[config.mk]
export PLATFORM = sky130hd
export DESIGN_NAME = control_unit
export DESIGN_NICKNAME = d
export VERILOG_FILES = /design/src/rtl/control_unit.sv
export SDC_FILE = /design/constraint.sdc
export NUM_CORES = 1
export LEC_CHECK = 0
export ABC_AREA = 1
export BUFFER_PORTS_ARGS = -buffer_cell sky130_fd_sc_hd__buf_4
export CORE_ASPECT_RATIO = 0.9
export CORE_MARGIN = 4
export CORE_UTILIZATION = 43
export DETAILED_ROUTE_END_ITERATION = 12
export PLACE_DENSITY = 0.78
export SYNTH_ARGS = -nofsm -noshare
export SYNTH_HDL_FRONTEND = slang
export SYNTH_SLANG_ARGS = --single-unit
export TNS_END_PERCENT = 100
[constraint.sdc]
create_clock -name Clk -period 1.62 [get_ports Clk]
set_clock_uncertainty 0.05 [all_clocks]
set_input_delay 0.162 -clock Clk [delete_from_list [all_inputs] [get_ports Clk]]
set_output_delay 0.162 -clock Clk [all_outputs]
set_load 0.02 [all_outputs]
[src/rtl/control_unit.sv]
// Multicycle MIPS-style control unit: Moore FSM sequencing fetch, decode, execute,
// memory and write-back phases, with overflow/illegal-opcode exception and HALT.
module control_unit (
   input  logic       Clk,
   input  logic       Reset,
   input  logic [5:0] Opcode,
   input  logic [5:0] Funct,
   input  logic       Zero,
   input  logic       Overflow,
   output logic       PC_load,
   output logic       IorD,
   output logic       wr,
   output logic       IRWrite,
   output logic       MDR_load,
   output logic       A_load,
   output logic       B_load,
   output logic       ALUOut_load,
   output logic       ALUSrcA,
   output logic [1:0] ALUSrcB,
   output logic [1:0] ALUOp,
   output logic [1:0] PCSource,
   output logic       RegDst,
   output logic       MemtoReg,
   output logic       RegWrite,
   output logic       EPCWrite,
   output logic [7:0] Estado
);

   localparam logic [7:0] S_RESET        = 8'd0;
   localparam logic [7:0] S_FETCH        = 8'd1;
   localparam logic [7:0] S_FETCH_WAIT   = 8'd2;
   localparam logic [7:0] S_DECODE       = 8'd3;
   localparam logic [7:0] S_MEMADR       = 8'd4;
   localparam logic [7:0] S_MEMREAD      = 8'd5;
   localparam logic [7:0] S_MEMREAD_WAIT = 8'd6;
   localparam logic [7:0] S_MEMWB        = 8'd7;
   localparam logic [7:0] S_MEMWRITE     = 8'd8;
   localparam logic [7:0] S_RTYPE_EX     = 8'd9;
   localparam logic [7:0] S_RTYPE_WB     = 8'd10;
   localparam logic [7:0] S_BEQ          = 8'd11;
   localparam logic [7:0] S_BNE          = 8'd12;
   localparam logic [7:0] S_JUMP         = 8'd13;
   localparam logic [7:0] S_ADDI_EX      = 8'd14;
   localparam logic [7:0] S_ADDI_WB      = 8'd15;
   localparam logic [7:0] S_EXCEPTION    = 8'd16;
   localparam logic [7:0] S_HALT         = 8'd17;

   localparam logic [5:0] OP_RTYPE = 6'h00;
   localparam logic [5:0] OP_J     = 6'h02;
   localparam logic [5:0] OP_BEQ   = 6'h04;
   localparam logic [5:0] OP_BNE   = 6'h05;
   localparam logic [5:0] OP_ADDI  = 6'h08;
   localparam logic [5:0] OP_LW    = 6'h23;
   localparam logic [5:0] OP_SW    = 6'h2B;

   logic [7:0] state_reg;
   logic [7:0] state_next;

   always_ff @(posedge Clk) begin
      if (Reset)
         state_reg <= S_RESET;
      else
         state_reg <= state_next;
   end

   always_comb begin
      state_next = S_RESET;
      case (state_reg)
         S_RESET:        state_next = S_FETCH;
         S_FETCH:        state_next = S_FETCH_WAIT;
         S_FETCH_WAIT:   state_next = S_DECODE;
         S_DECODE: begin
            case (Opcode)
               OP_LW, OP_SW: state_next = S_MEMADR;
               OP_RTYPE:     state_next = (Funct == 6'h0D) ? S_HALT : S_RTYPE_EX;
               OP_BEQ:       state_next = S_BEQ;
               OP_BNE:       state_next = S_BNE;
               OP_J:         state_next = S_JUMP;
               OP_ADDI:      state_next = S_ADDI_EX;
               default:      state_next = S_EXCEPTION;
            endcase
         end
         S_MEMADR:       state_next = (Opcode == OP_LW) ? S_MEMREAD : S_MEMWRITE;
         S_MEMREAD:      state_next = S_MEMREAD_WAIT;
         S_MEMREAD_WAIT: state_next = S_MEMWB;
         S_MEMWB:        state_next = S_FETCH;
         S_MEMWRITE:     state_next = S_FETCH;
         // Only signed add/sub trap on overflow; addu/subu and logic ops do not.
         S_RTYPE_EX:     state_next = (Overflow && (Funct == 6'h20 || Funct == 6'h22))
                                      ? S_EXCEPTION : S_RTYPE_WB;
         S_RTYPE_WB:     state_next = S_FETCH;
         S_BEQ:          state_next = S_FETCH;
         S_BNE:          state_next = S_FETCH;
         S_JUMP:         state_next = S_FETCH;
         S_ADDI_EX:      state_next = Overflow ? S_EXCEPTION : S_ADDI_WB;
         S_ADDI_WB:      state_next = S_FETCH;
         S_EXCEPTION:    state_next = S_FETCH;
         S_HALT:         state_next = S_HALT;
         default:        state_next = S_RESET;
      endcase
   end

   always_comb begin
      PC_load     = 1'b0;
      IorD        = 1'b0;
      wr          = 1'b0;
      IRWrite     = 1'b0;
      MDR_load    = 1'b0;
      A_load      = 1'b0;
      B_load      = 1'b0;
      ALUOut_load = 1'b0;
      ALUSrcA     = 1'b0;
      ALUSrcB     = 2'b00;
      ALUOp       = 2'b00;
      PCSource    = 2'b00;
      RegDst      = 1'b0;
      MemtoReg    = 1'b0;
      RegWrite    = 1'b0;
      EPCWrite    = 1'b0;
      case (state_reg)
         S_FETCH_WAIT: begin
            IRWrite = 1'b1;
            ALUSrcB = 2'b01;
            PC_load = 1'b1;
         end
         S_DECODE: begin
            A_load      = 1'b1;
            B_load      = 1'b1;
            ALUSrcB     = 2'b11;
            ALUOut_load = 1'b1;
         end
         S_MEMADR, S_ADDI_EX: begin
            ALUSrcA     = 1'b1;
            ALUSrcB     = 2'b10;
            ALUOut_load = 1'b1;
         end
         S_MEMREAD:      IorD = 1'b1;
         S_MEMREAD_WAIT: MDR_load = 1'b1;
         S_MEMWB: begin
            MemtoReg = 1'b1;
            RegWrite = 1'b1;
         end
         S_MEMWRITE: begin
            IorD = 1'b1;
            wr   = 1'b1;
         end
         S_RTYPE_EX: begin
            ALUSrcA     = 1'b1;
            ALUOp       = 2'b10;
            ALUOut_load = 1'b1;
         end
         S_RTYPE_WB: begin
            RegDst   = 1'b1;
            RegWrite = 1'b1;
         end
         // The branch compare happens this cycle, so PC_load follows Zero directly.
         S_BEQ, S_BNE: begin
            ALUSrcA  = 1'b1;
            ALUOp    = 2'b01;
            PCSource = 2'b01;
            PC_load  = (state_reg == S_BEQ) ? Zero : ~Zero;
         end
         S_JUMP: begin
            PCSource = 2'b10;
            PC_load  = 1'b1;
         end
         S_ADDI_WB:      RegWrite = 1'b1;
         S_EXCEPTION: begin
            ALUSrcB  = 2'b01;
            ALUOp    = 2'b01;
            EPCWrite = 1'b1;
            PCSource = 2'b11;
            PC_load  = 1'b1;
         end
         default: ;
      endcase
   end

   assign Estado = state_reg;

endmodule

==> results.cfg, run 1 <==
[synthesis]
proportion_of_synthesized_chip_area_in_sequential_cells_pct = 13.1
synth_adder_area_share_pct = 0
gate_count_post_synth = 147
muxShareOfSynthArea_pct = 0
synth_simple_gate_area_share_pct = 57.1
syn-cell-area_sq_um = 762
post_synth.cell_area_avg_sq_um = 5.18
synth_top_family_by_area = simple AND/OR/NAND/NOR gates
synth-warning-count = 0
synthDistinctLibCells = 22
synth_seq_cells = 5
synth_xor_area_share_pct = 0
compound_gate_portion_of_the_synthesized_area_pct = 12.0

[detailed_routing]
drtPass1Iterations = 5
route.vias.total = 1154
vias_per_cell = 5.13
initialDrtViolationCount = 25
routed_wl_mm = 2.86
ant_nets = 0
detail_route.wl_per_cell_um = 12.7
drc = 0

[sta]
finalSetupViolations = 0
maxClockFrequency_ghz = 0.629
timing.final.crit_share_pct = 98.1
timing_hold_violations_final = 0
timing_max_transition_violations_final = 0
finalCriticalPeriod_ns = 1.59
layout_setup_ws_ns = 0.0309
rsz0062_at_grt = true

[grt]
number_of_antenna_violations_at_the_first_check_in_global_routing = 0
grt_start_max_net_pins = 9
first_global_vias = 969
grt.total_usage_pct = 21.4
wire_length_of_the_first_global_routing_pass_mm = 4.09
grt_overflow = 0

[die]
fp.dieW_um = 52.4
rows = 14
core-area_sq_um = 1680
design.die.area_sq_um = 2510
die_y_um = 47.9
initial_core_util_pct = 45.3
io_pins = 43

[placement]
portBuffers = 39
post-dp-hpwl_mm = 2.01
numPlacedInstances = 209
place_congestion = 0.935
placement.setup.worst_slack_ns = 0.126

[setup_path]
start_kind = flop
critPathMaxStageDelay_ns = 0.42
ff2ff_path_depth = 11
worstSetupPathDepth = 7
critical-path-top-delay-family = flip-flops
crit_path_end_kind = primary output
cp_max_fo = 7
worst-path-buf-inv = 3
critPathRequiredTime_ns = 1.41
critical-path-slowest-cell = sky130_fd_sc_hd__dfxtp_4
cp.arrival_ns = 1.38
crit_top_cell = sky130_fd_sc_hd__nor2_4
critPathKind = flop to primary output
crit_path_cell_trace = inv_4 > nor2_4 > inv_2 > nor2_4 > nand2_1 > o311ai_1 > buf_4

[finish]
flow.area_growth_from_synthesis_pct = 70.0
final-instance-count-excl-fill = 225
max_ffs_per_register = 5
num_antenna_cells = 0
layout.nets = 218
layout-drive-gt1-share_pct = 45.3

[worst_hold_path]
holdCritPathClass = input pin to flop
cells_on_worst_hold_path = 2

[cts]
cts_htree_levels = 1
cts_inserted_buffers = 3
clk_pin_slew_ns = 0.05
cts_sinks = 5
clkLatencyLatePin_ns = 0.24
cts_max_path_buffers = 2
tritoncts = done
cts_root_buf = sky130_fd_sc_hd__clkbuf_4

[pwr]
power.switching_fraction_pct = 46.2
total_chip_power_mw = 0.872
pwr_density_cell_nw_per_um2 = 673
p_int_mw = 0.469
seq_power_share_pct = 19.7
pwr-share-comb_pct = 64.1
irDropWorstVdd_mv = 0.843
total_leakage_power_nw = 0.737
power.clock.fraction_pct = 16.2
power_switching_mw = 0.403

[status]
status = finished, final reports clean

[job]
maxCapViolations = 0
==> logic make-up (layout without fill, tap and decap cells) <==
family	after synthesis	after routing
buf+inv	31	83
simple gates	94	94
other cells	1	3
flops	5	5
compound gates	16	16
==> routing by layer <==
metal | GRT usage, % | vias to the layer above | wire length (um)
met2 | 40.3 | 55 | 1460
met1 | 26.0 | 524 | 1150
met5 | 0 | - | 0
met4 | 4.59 | 0 | 35
li1 | - | 570 | -
met3 | 3.12 | 5 | 214
==> cell type report <==
type                    count  area, sq um
flip-flops and latches      5          119
fillers                   135          387
inverters                  27          109
clock buffers               4         26.3
well taps                  24         30.0
repair buffers             52          390
multi-input cells         113          621
==> power by group through the flow <==
stage	clock network [mW]	registers, mW	logic [mW]
5_1_grt	0.159	0.174	0.605
2_1_floorplan	0	0.179	0.241
3_3_place_gp	0	0.164	0.416
3_5_place_dp	0	0.165	0.418
6_report	0.141	0.172	0.559
4_1_cts	0.144	0.167	0.453
==> per-stage QoR <==
step	util, %	hold slack (ns)	TNS, ns	cell area, sq um
2_1_floorplan	-	0.181	0	769
3_3_place_gp	63.6	0.309	0	1070
3_5_place_dp	63.6	0.308	0	1070
4_1_cts	70.4	0.0474	0	1180
5_1_grt	77.0	0.0450	-0.107	1290
6_report	77.0	0.0498	0	1290
==> layout by cell type, fill, tap and decap left out, types with 3 or more instances in the layout <==
master	n
sky130_fd_sc_hd__nand2_1	24
sky130_fd_sc_hd__inv_1	18
sky130_fd_sc_hd__buf_4	52
sky130_fd_sc_hd__nor2_2	5
sky130_fd_sc_hd__inv_2	6
sky130_fd_sc_hd__inv_4	3
sky130_fd_sc_hd__nand4_1	5
sky130_fd_sc_hd__dfxtp_4	5
sky130_fd_sc_hd__a21oi_1	8
sky130_fd_sc_hd__nor2_1	26
sky130_fd_sc_hd__clkbuf_4	3
sky130_fd_sc_hd__nand3_1	15
sky130_fd_sc_hd__nor2_4	7
sky130_fd_sc_hd__nand2_2	5
sky130_fd_sc_hd__conb_1	3
==> synthesized netlist by cell type <==
cell                       number  area, sq um
sky130_fd_sc_hd__nand3_2        1         10.0
sky130_fd_sc_hd__nor2_4         2         22.5
sky130_fd_sc_hd__inv_1         23         86.3
sky130_fd_sc_hd__dfxtp_1        5          100
sky130_fd_sc_hd__a21oi_1        8         40.0
sky130_fd_sc_hd__o21ai_0        2         10.0
sky130_fd_sc_hd__o21bai_1       2         15.0
sky130_fd_sc_hd__nand2_2        4         25.0
sky130_fd_sc_hd__nand3b_1       1         7.51
sky130_fd_sc_hd__nand4_1        5         31.3
sky130_fd_sc_hd__nand2_1       27          101
sky130_fd_sc_hd__buf_4          4         30.0
sky130_fd_sc_hd__nor3_1         2         10.0
sky130_fd_sc_hd__nor2_1        31          116
sky130_fd_sc_hd__nor2_2         5         31.3
sky130_fd_sc_hd__inv_2          4         15.0
sky130_fd_sc_hd__nand3_1       16         80.1
sky130_fd_sc_hd__conb_1         1         3.75
sky130_fd_sc_hd__o311ai_0       1         8.76
sky130_fd_sc_hd__o21ai_1        1         5.00
sky130_fd_sc_hd__a31oi_1        1         6.26
sky130_fd_sc_hd__o22ai_1        1         6.26
==> worst paths after layout <==
kind,startpoint,to,slack (ns)
setup / recovery,Estado[3]$_SDFF_PP0_,PC_load,0.03
hold / removal,Reset,Estado[0]$_SDFF_PP0_,0.05
setup reg to reg,Estado[4]$_SDFF_PP0_,Estado[0]$_SDFF_PP0_,0.16
hold reg to reg,Estado[3]$_SDFF_PP0_,Estado[1]$_SDFF_PP0_,0.69
==> timing repair <==
action                                  in CTS  in global routing
gates resized for setup                     14                 23
endpoints found under the setup margin       7                 10
pin swaps                                    2                  6
hold buffers                                 0                  0
setup buffers                                7                  5
gates cloned                                 0                  0
Note: power is estimated with default switching activity, not from simulation.
==> inputs of run 2 (changes only) <==
--- a/config.mk
+++ b/config.mk
@@ -11,5 +11,6 @@
 export CORE_MARGIN = 4
-export CORE_UTILIZATION = 43
+export CORE_UTILIZATION = 47
 export DETAILED_ROUTE_END_ITERATION = 12
-export PLACE_DENSITY = 0.78
+export HOLD_SLACK_MARGIN = 0.15
+export PLACE_DENSITY = 0.84
 export SYNTH_ARGS = -nofsm -noshare
==> constraint.sdc (replaced) <==
create_clock -name Clk -period 2.1 [get_ports Clk]
set_clock_uncertainty 0.05 [all_clocks]
set_input_delay 0.21 -clock Clk [delete_from_list [all_inputs] [get_ports Clk]]
set_output_delay 0.21 -clock Clk [all_outputs]
set_load 0.005 [all_outputs]
==> results.cfg, run 2 (synthesis gave the netlist of run 1 again) <==
[grt]
grt_start_max_net_pins = 9
grt.total_usage_pct = 20.3
grt_overflow = 0
first_global_vias = 923
number_of_antenna_violations_at_the_first_check_in_global_routing = 0
wire_length_of_the_first_global_routing_pass_mm = 3.75

[finish]
layout-drive-gt1-share_pct = 30.7
most-common-layout-cells = 39 x sky130_fd_sc_hd__buf_4, 31 x sky130_fd_sc_hd__nor2_1, 27 x sky130_fd_sc_hd__nand2_1
final-instance-count-excl-fill = 211
layout.cell_area.non_filler_sq_um = 1100
layout_commonest_cell = sky130_fd_sc_hd__buf_4
max_ffs_per_register = 5
flow.area_growth_from_synthesis_pct = 43.8
num_antenna_cells = 0
layout.nets = 206

[setup_path]
cp.arrival_ns = 1.54
crit_path_end_kind = primary output
crit-reg2reg-launch = Estado[4]$_SDFF_PP0_
r2r_setup_slack_ns = 0.65
start_kind = flop
timing.rr.end = Estado[0]$_SDFF_PP0_
critPathRequiredTime_ns = 1.84
ff2ff_path_depth = 9
cp_max_fo = 7
critPathKind = flop to primary output

[die]
initial_core_util_pct = 51.5
fp.dieW_um = 50.4
design.die.area_sq_um = 2330
io_pins = 43
core-area_sq_um = 1480
rows = 13
die_y_um = 46.2

[placement]
numPlacedInstances = 206
place_congestion = 0.936
placed_area_sq_um = 1060
post-dp-hpwl_mm = 1.97
portBuffers = 39

[cts]
cts_max_path_buffers = 2
tritoncts = done
cts_htree_levels = 1
postCtsSetupBuffers = 0
cts_sinks = 5
cts_resized = 0
cts_root_buf = sky130_fd_sc_hd__clkbuf_4
cts_inserted_buffers = 3
clkLatencyLatePin_ns = 0.23
clk_pin_slew_ns = 0.04

[status]
status = finished, final reports clean

[sta]
finalHoldWorstSlack_ns = 0.274
setup_tns_ns = 0
rsz0062_at_grt = false
maxClockFrequency_ghz = 0.555
timing_max_transition_violations_final = 0
timing.final.crit_share_pct = 85.8
finalCriticalPeriod_ns = 1.80
timing_hold_violations_final = 0
finalSetupViolations = 0

[detailed_routing]
drtPass1Iterations = 4
initialDrtViolationCount = 36
ant_nets = 0
route.vias.total = 1070
routed_wl_mm = 2.29
drc = 0
vias_per_cell = 5.07
detail_route.wl_per_cell_um = 10.9

[worst_hold_path]
cells_on_worst_hold_path = 4
hold-path-endpoint = Estado[0]$_SDFF_PP0_
worstHoldStart = Opcode[0]
holdCritPathClass = input pin to flop

[pwr]
total_leakage_power_nw = 0.659
pwr_density_cell_nw_per_um2 = 452
total_chip_power_mw = 0.496
irDropWorstVdd_mv = 0.487

[job]
maxCapViolations = 0
run 2: cell types whose count changed in the layout (fill, tap and decap cells not counted), sizes merged:
cell / delta
dlygate4sd3: +1
buf: -13
run 2: how the worst max path moves through the flow:
stage	from	to	slack, ns	cells past startpoint
6_report	Estado[3]$_SDFF_PP0_	PC_load	0.30	7
5_1_grt	Estado[3]$_SDFF_PP0_	PC_load	0.13	7
4_1_cts	Estado[3]$_SDFF_PP0_	PC_load	0.31	7
3_5_place_dp	Estado[3]$_SDFF_PP0_	PC_load	0.57	7
3_3_place_gp	Estado[1]$_SDFF_PP0_	ALUSrcA	0.61	6
2_1_floorplan	Estado[3]$_SDFF_PP0_	ALUSrcA	0.82	6
run 2: worst max-delay path: stages (launching register included):
cell                       delay, ns
sky130_fd_sc_hd__dfxtp_1        0.46
sky130_fd_sc_hd__inv_1          0.14
sky130_fd_sc_hd__nor2_4         0.13
sky130_fd_sc_hd__inv_1          0.08
sky130_fd_sc_hd__nor2_1         0.17
sky130_fd_sc_hd__nand2_1        0.06
sky130_fd_sc_hd__o311ai_0       0.09
sky130_fd_sc_hd__buf_4          0.17
run 2: layout make-up:
cell class,instances,area [sq um]
well taps,22,27.5
multi-input cells,113,538
clock buffers,4,26.3
flip-flops and latches,5,100
fillers,128,384
inverters,27,101
repair buffers,40,303
run 2: layer usage:
layer	GRT usage [%]	vias up	wire length, um
met1	27.5	474	998
li1	-	547	-
met5	0	-	0
met2	35.4	49	1100
met3	3.24	0	194
met4	2.15	0	0
run 2: report_power, final:
part           leakage, nW  internal [mW]  switching [mW]
logic                0.604          0.116           0.151
clock network       0.0150         0.0714          0.0326
registers           0.0408          0.107          0.0183
total                0.659          0.294           0.202
run 2: stage by stage:
step                      worst slack [ns]  utilization (%)
after floorplan                      0.824                -
after global placement               0.613             71.6
after detailed placement             0.566             71.6
after CTS                            0.314             74.0
after global routing                 0.133             74.0
final                                0.299             74.0
run 2: timing repair:
action	CTS	global route
hold buffers	1	0
endpoints found under the setup margin	0	0
hold endpoints to repair	5	0
